--- src/rtl/quad_enc_pkg.sv ---
// Shared phase encodings, accumulator sizing and decode helpers for the quadrature counter.
// Phase is {A,B} after filtering; idle detent is 11.
package quad_enc_pkg;

  localparam logic [1:0] PH_11 = 2'b11;
  localparam logic [1:0] PH_10 = 2'b10;
  localparam logic [1:0] PH_00 = 2'b00;
  localparam logic [1:0] PH_01 = 2'b01;

  localparam int ACC_W        = 3;
  localparam int DETENT_STEPS = 4;

  typedef enum logic [1:0] {
    EV_NONE,
    EV_UP,
    EV_DN,
    EV_ERR
  } step_ev_e;

  // Forward rotation has B falling first: 11 -> 10 -> 00 -> 01 -> 11.
  function automatic logic [1:0] next_fwd(input logic [1:0] phase);
    case (phase)
      PH_11:   next_fwd = PH_10;
      PH_10:   next_fwd = PH_00;
      PH_00:   next_fwd = PH_01;
      default: next_fwd = PH_11;
    endcase
  endfunction

endpackage

--- src/rtl/enc_pin_filter.sv ---
// Two-flop synchroniser plus stability filter for one encoder pin; output idles high.
// Latency 2+FILTER_CYCLES clk from first sampling edge; no backpressure.
module enc_pin_filter #(
  parameter int FILTER_CYCLES = 4
) (
  input  logic clk,
  input  logic rst_n,
  input  logic din,
  output logic dout
);

  localparam int CW = (FILTER_CYCLES > 1) ? $clog2(FILTER_CYCLES) : 1;
  localparam logic [CW-1:0] LAST = CW'(FILTER_CYCLES - 1);

  logic          sync1_q, sync2_q;
  logic          lvl_q, lvl_d;
  logic [CW-1:0] cnt_q, cnt_d;

  always_comb begin
    lvl_d = lvl_q;
    cnt_d = cnt_q;
    if (sync2_q == lvl_q) begin
      cnt_d = '0;
    end else if (cnt_q == LAST) begin
      lvl_d = sync2_q;
      cnt_d = '0;
    end else begin
      cnt_d = cnt_q + CW'(1);
    end
  end

  always_ff @(posedge clk or negedge rst_n) begin
    if (!rst_n) begin
      sync1_q <= 1'b1;
      sync2_q <= 1'b1;
      lvl_q   <= 1'b1;
      cnt_q   <= '0;
    end else begin
      sync1_q <= din;
      sync2_q <= sync1_q;
      lvl_q   <= lvl_d;
      cnt_q   <= cnt_d;
    end
  end

  assign dout = lvl_q;

endmodule

--- src/rtl/quad_enc_counter.sv ---
// Quadrature decoder: sync/filter, x1 or x4 steps into a modulo count, clr/load, illegal-jump err; no backpressure.
// Latency 3+FILTER_CYCLES clk from pin edge; QUAD_ENC_ERR_CNT_EN adds a saturating err_cnt output.
module quad_enc_counter
  import quad_enc_pkg::*;
#(
  parameter int CNT_W         = 8,
  parameter int MOD_VAL       = 20,
  parameter int FILTER_CYCLES = 4,
  parameter int X4_MODE       = 0
) (
  input  logic             clk,
  input  logic             rst_n,
  input  logic             enc_a,
  input  logic             enc_b,
  input  logic             clr,
  input  logic             load,
  input  logic [CNT_W-1:0] load_val,
  output logic [CNT_W-1:0] count,
  output logic             step_up,
  output logic             step_dn,
  output logic             dir,
  output logic             err
`ifdef QUAD_ENC_ERR_CNT_EN
  , output logic [7:0]     err_cnt
`endif
);

  localparam int AW = ACC_W + 1;
  localparam logic [CNT_W-1:0]     MAX_C   = CNT_W'(MOD_VAL - 1);
  localparam logic signed [AW-1:0] ACC_LIM = AW'(DETENT_STEPS);

  logic                    af, bf;
  logic [1:0]              ph, ph_q, chg;
  logic                    is_fwd, is_rev;
  logic signed [ACC_W-1:0] acc_q, acc_d;
  logic signed [AW-1:0]    acc_ext, acc_sum;
  step_ev_e                ev;
  logic [CNT_W-1:0]        count_q, count_d;
  logic                    step_up_q, step_up_d, step_dn_q, step_dn_d;
  logic                    dir_q, dir_d, err_q, err_d;

  enc_pin_filter #(.FILTER_CYCLES(FILTER_CYCLES)) u_filt_a (
    .clk(clk), .rst_n(rst_n), .din(enc_a), .dout(af)
  );
  enc_pin_filter #(.FILTER_CYCLES(FILTER_CYCLES)) u_filt_b (
    .clk(clk), .rst_n(rst_n), .din(enc_b), .dout(bf)
  );

  assign ph = {af, bf};

  always_comb begin
    chg     = ph ^ ph_q;
    is_fwd  = (chg == 2'b01 || chg == 2'b10) && (ph == next_fwd(ph_q));
    is_rev  = (chg == 2'b01 || chg == 2'b10) && (ph_q == next_fwd(ph));
    acc_ext = {acc_q[ACC_W-1], acc_q};
    acc_sum = is_fwd ? acc_ext + AW'(1) : acc_ext - AW'(1);
    ev      = EV_NONE;
    acc_d   = acc_q;
    if (chg == 2'b11) begin
      ev    = EV_ERR;
      acc_d = '0;
    end else if (X4_MODE != 0) begin
      if (is_fwd)      ev = EV_UP;
      else if (is_rev) ev = EV_DN;
    end else if (is_fwd || is_rev) begin
      // Only a full four-edge excursion back to the detent counts; shorter bounces just rearm.
      if (ph == PH_11) begin
        acc_d = '0;
        if (acc_sum == ACC_LIM)       ev = EV_UP;
        else if (acc_sum == -ACC_LIM) ev = EV_DN;
      end else if (acc_sum >= ACC_LIM) begin
        acc_d = ACC_W'(DETENT_STEPS - 1);
      end else if (acc_sum <= -ACC_LIM) begin
        acc_d = ACC_W'(-DETENT_STEPS);
      end else begin
        acc_d = acc_sum[ACC_W-1:0];
      end
    end
  end

  always_comb begin
    count_d   = count_q;
    step_up_d = 1'b0;
    step_dn_d = 1'b0;
    dir_d     = dir_q;
    err_d     = (ev == EV_ERR);
    if (ev == EV_UP) dir_d = 1'b1;
    if (ev == EV_DN) dir_d = 1'b0;
    if (clr) begin
      count_d = '0;
    end else if (load) begin
      count_d = (load_val > MAX_C) ? MAX_C : load_val;
    end else if (ev == EV_UP) begin
      count_d   = (count_q == MAX_C) ? '0 : count_q + CNT_W'(1);
      step_up_d = 1'b1;
    end else if (ev == EV_DN) begin
      count_d   = (count_q == '0) ? MAX_C : count_q - CNT_W'(1);
      step_dn_d = 1'b1;
    end
  end

  always_ff @(posedge clk or negedge rst_n) begin
    if (!rst_n) begin
      ph_q      <= PH_11;
      acc_q     <= '0;
      count_q   <= '0;
      step_up_q <= 1'b0;
      step_dn_q <= 1'b0;
      dir_q     <= 1'b1;
      err_q     <= 1'b0;
    end else begin
      ph_q      <= ph;
      acc_q     <= acc_d;
      count_q   <= count_d;
      step_up_q <= step_up_d;
      step_dn_q <= step_dn_d;
      dir_q     <= dir_d;
      err_q     <= err_d;
    end
  end

  assign count   = count_q;
  assign step_up = step_up_q;
  assign step_dn = step_dn_q;
  assign dir     = dir_q;
  assign err     = err_q;

`ifdef QUAD_ENC_ERR_CNT_EN
  logic [7:0] ecnt_q, ecnt_d;

  always_comb begin
    ecnt_d = ecnt_q;
    if (clr)                              ecnt_d = '0;
    else if (err_d && ecnt_q != 8'hFF)    ecnt_d = ecnt_q + 8'd1;
  end

  always_ff @(posedge clk or negedge rst_n) begin
    if (!rst_n) ecnt_q <= '0;
    else        ecnt_q <= ecnt_d;
  end

  assign err_cnt = ecnt_q;
`endif

endmodule

--- config.mk ---
export PLATFORM = sky130hd
export DESIGN_NAME = quad_enc_counter
export DESIGN_NICKNAME = d
export VERILOG_FILES = /design/src/rtl/quad_enc_pkg.sv /design/src/rtl/enc_pin_filter.sv /design/src/rtl/quad_enc_counter.sv
export SDC_FILE = /design/constraint.sdc
export NUM_CORES = 1
export LEC_CHECK = 0
export CAP_MARGIN = 30
export CELL_PAD_IN_SITES_DETAIL_PLACEMENT = 0
export CELL_PAD_IN_SITES_GLOBAL_PLACEMENT = 1
export CORE_MARGIN = 2
export CORE_UTILIZATION = 45
export DETAILED_ROUTE_END_ITERATION = 10
export PLACE_DENSITY_LB_ADDON = 0.1
export SYNTH_ARGS = -nofsm -noshare
export SYNTH_HDL_FRONTEND = slang
export SYNTH_SLANG_ARGS = --single-unit
--- constraint.sdc ---
create_clock -name clk -period 6.7 [get_ports clk]
set_clock_uncertainty 0.15 [all_clocks]
set_input_delay 1.005 -clock clk [delete_from_list [all_inputs] [get_ports clk]]
set_output_delay 1.005 -clock clk [all_outputs]
set_load 0.02 [all_outputs]
==> implementation parameters <==
Parameter                              Value

Outcome
  Run status ... finished, final reports clean

Timing
  Final Critical Period ... 3990 ps
  Highest clock frequency the design can meet ... approximately 250 MHz
  Share of the clock period used by the worst path ... 0.595
  Unrepaired setup endpoints after global routing ... no
  Transition time at the pin with the least slew margin ... 581 ps
  Finish-stage setup viols ... 0
  Total negative slack for setup checks ... 0 ps
  Slew margin rel. ... 0.611
  Final slew viol count ... 0
  Final hold violations ... 0

Global routing
  Vias in the first global route ... 1555
  Largest net degree at the start of global routing ... 28
  Antenna violations before repair ... 0
  Overall global routing resource usage ... 0.201
  Global route overflow ... 0
  Global-route wire length before repair ... 7.04 mm

Min path
  Hold wc startpoint ... u_filt_b.sync1_q
  Hold Path Class ... register to register
  Number of cells on the worst hold path ... 0
  Sink of the worst hold path ... u_filt_b.sync2_q

Synth
  Cell Area, Synth ... 1880 sq um
  Library cell occupying the most area in the post-synthesis netlist ... sky130_fd_sc_hd__dfrtp_1
  Instance count of the mapped netlist ... 200
  Mean post-synth cell area ... about 9.4 sq um
  Asr flop ratio synth ... 1.00
  Cells taking the most area after synthesis ... sky130_fd_sc_hd__dfrtp_1 (24%), sky130_fd_sc_hd__dfstp_2 (13%), sky130_fd_sc_hd__ha_1 (8.0%)
  Area share of the largest cell type after synthesis ... 0.240
  EDFF count, synth ... 0
  Syn_nets ... between 200 and 250
  Sequential-to-total area share from yosys stat ... 0.365
  Yosys warning total ... 0
  Top FF cell, synth ... sky130_fd_sc_hd__dfrtp_1
  Number of flip-flops and latches in the synthesized netlist ... 27
  Number of different library cells in the post-synthesis netlist ... 55

Critical path
  Flop-to-flop setup slack ... 2710 ps
  Arrival time at the worst endpoint ... 3990 ps
  Largest fanout of any net on the critical path ... 11
  Critical path type ... register to register
  Reg2Reg Capture Point ... count[4]
  Required time of the critical path ... around 6700 ps
  Critical register-to-register path startpoint ... u_filt_b.dout
  Startpoint Class ... register
  Endpoint type of the worst setup path ... register
  Length in cells of the worst reg-to-reg path ... 14

Clock tree
  Inserted Clock Buffers ... 3
  Later-pin clock latency in the skew report ... 270 ps
  TritonCTS clock tree ... built
  CTS H-tree depth ... 1
  Maximum clock insertion buffer count ... 2
  Cts repair resizes ... 0
  Clock slew at reported path FFs ... ~90 ps
  Count of hold buffers inserted by post-cts repair ... 0
  Cell chosen for the clock root ... sky130_fd_sc_hd__clkbuf_8
  CTS sink count ... 27
  # Post-CTS Setup Buffers ... 0

Route
  WL/cell ... 15.8 um
  Mean number of vias per cell ... slightly below 6
  Number of vias after detailed routing ... 1590
  Length of the first detailed-routing pass in iterations ... 4
  Number of nets still failing antenna checks after routing ... 0
  Iteration-0 DRC count of the detailed router ... 23
  Final routed wirelength across all metal layers ... 4.28 mm
  DRC violations left ... 0

Finish
  Ant diodes ... 0
  Number of nets in the finished design ... 248
  Area growth syn-to-layout ... 16.2%
  Layout cell share with drive strength beyond 1 ... 0.0909

Placement
  Final Wtd Congestion ... 0.838
  Count of input and output buffers ... 25
  Half-perimeter wire length after detailed placement ... 3.14 mm

Run
  Number of max-cap violations ... 0

Floorplanning
  Die width ... roughly 69 um
  Height of the die ... just under 70 um
  Core outline area ... 4000 sq um
  I/O pins ... 26
  Full die area ... 4710 sq um
  Initial Utilization ... 0.470
  Std-Cell Rows ... 23
## cell usage in the layout (no fill, tap or decap), types with 3 or more instances in the layout
cell,count
sky130_fd_sc_hd__a31oi_1,6
sky130_fd_sc_hd__a21oi_1,12
sky130_fd_sc_hd__clkbuf_8,3
sky130_fd_sc_hd__nor2_1,9
sky130_fd_sc_hd__inv_1,13
sky130_fd_sc_hd__dfstp_2,9
sky130_fd_sc_hd__a211oi_1,5
sky130_fd_sc_hd__xnor2_1,7
sky130_fd_sc_hd__nand2_1,14
sky130_fd_sc_hd__nor2b_1,6
sky130_fd_sc_hd__dfrtp_1,18
sky130_fd_sc_hd__o2bb2ai_1,3
sky130_fd_sc_hd__clkdlybuf4s50_1,25
sky130_fd_sc_hd__nand3_1,6
sky130_fd_sc_hd__xor2_1,8
sky130_fd_sc_hd__o21ai_0,6
sky130_fd_sc_hd__nor3_1,9
sky130_fd_sc_hd__ha_1,12
## cell type report
cell class,count,area (sq um)
multi-input cells,150,1080
clock buffers,3,41.3
clock inverters,1,7.51
fillers,375,1810
inverters,13,48.8
well taps,50,62.6
flip-flops and latches,27,687
repair buffers,26,258
## critical path, cell delays in order, from the launching register on
cell,delay [ps]
sky130_fd_sc_hd__dfstp_2,650
sky130_fd_sc_hd__xor2_1,100
sky130_fd_sc_hd__ha_1,330
sky130_fd_sc_hd__nand2_1,120
sky130_fd_sc_hd__ha_1,320
sky130_fd_sc_hd__ha_1,180
sky130_fd_sc_hd__nand4_1,100
sky130_fd_sc_hd__nor3_1,310
sky130_fd_sc_hd__a21oi_1,140
sky130_fd_sc_hd__inv_1,100
sky130_fd_sc_hd__ha_1,380
sky130_fd_sc_hd__inv_1,160
sky130_fd_sc_hd__or4_1,520
sky130_fd_sc_hd__a31oi_1,190
sky130_fd_sc_hd__o31ai_1,110
## per-stage QoR
stage	utilization	cell area [sq um]	hold slack, ps	worst slack [ps]	cells
5_1_grt	0.546	2190	217	2460	270
4_1_cts	0.546	2190	215	2730	270
2_1_floorplan	-	1880	195	3150	200
6_report	0.546	2190	214	2710	270
3_5_place_dp	0.534	2140	201	2750	266
3_3_place_gp	0.534	2140	196	2910	266
## kinds of logic after synthesis
group	after synthesis	synth area share
AOI/OAI and AO/OA	53	0.198
adders and majority gates	13	0.0905
xor gates and xnor gates	15	0.0699
and+or+nand+nor	66	0.200
muxes	3	0.0173
DFF	27	0.365
buffers and inverters	23	0.0599
## routing by layer
metal	GRT usage	up-vias	part of all wire
li1	-	766	-
met1	0.254	772	0.42
met2	0.350	48	0.52
met3	0.0260	4	0.043
met4	0.0700	0	0.013
met5	0	-	0
## worst max path at each step
stage | startpoint | end | cells past startpoint
3_5_place_dp | u_filt_b.dout | count[4] | 14
2_1_floorplan | u_filt_b.dout | count[7] | 15
3_3_place_gp | u_filt_b.dout | count[4] | 14
4_1_cts | u_filt_b.dout | count[4] | 14
6_report | u_filt_b.dout | count[4] | 14
5_1_grt | u_filt_b.dout | count[4] | 14
## cell usage after synthesis, drive strengths merged (6+ instances only)
| master | n |
|---|---|
| nor3 | 10 |
| nor2b | 6 |
| dfrtp | 18 |
| a21oi | 12 |
| inv | 13 |
| a31oi | 6 |
| o21ai | 8 |
| nand3 | 6 |
| xnor2 | 7 |
| buf | 6 |
| xor2 | 8 |
| ha | 12 |
| nor2 | 10 |
| nand2 | 14 |
| dfstp | 9 |
## state kept, by name, indices dropped and copies added, names as in the netlist, 2 cells and up
| register | cells |
|---|---|
| count | 8 |
| acc_q | 3 |
| ph_q | 2 |
| u_filt_a.cnt_q | 2 |
| u_filt_b.cnt_q | 2 |
Power is left out: the tool's default activity adds up to more than one toggle a clock period on the data nets, which glitch-free logic cannot reach.
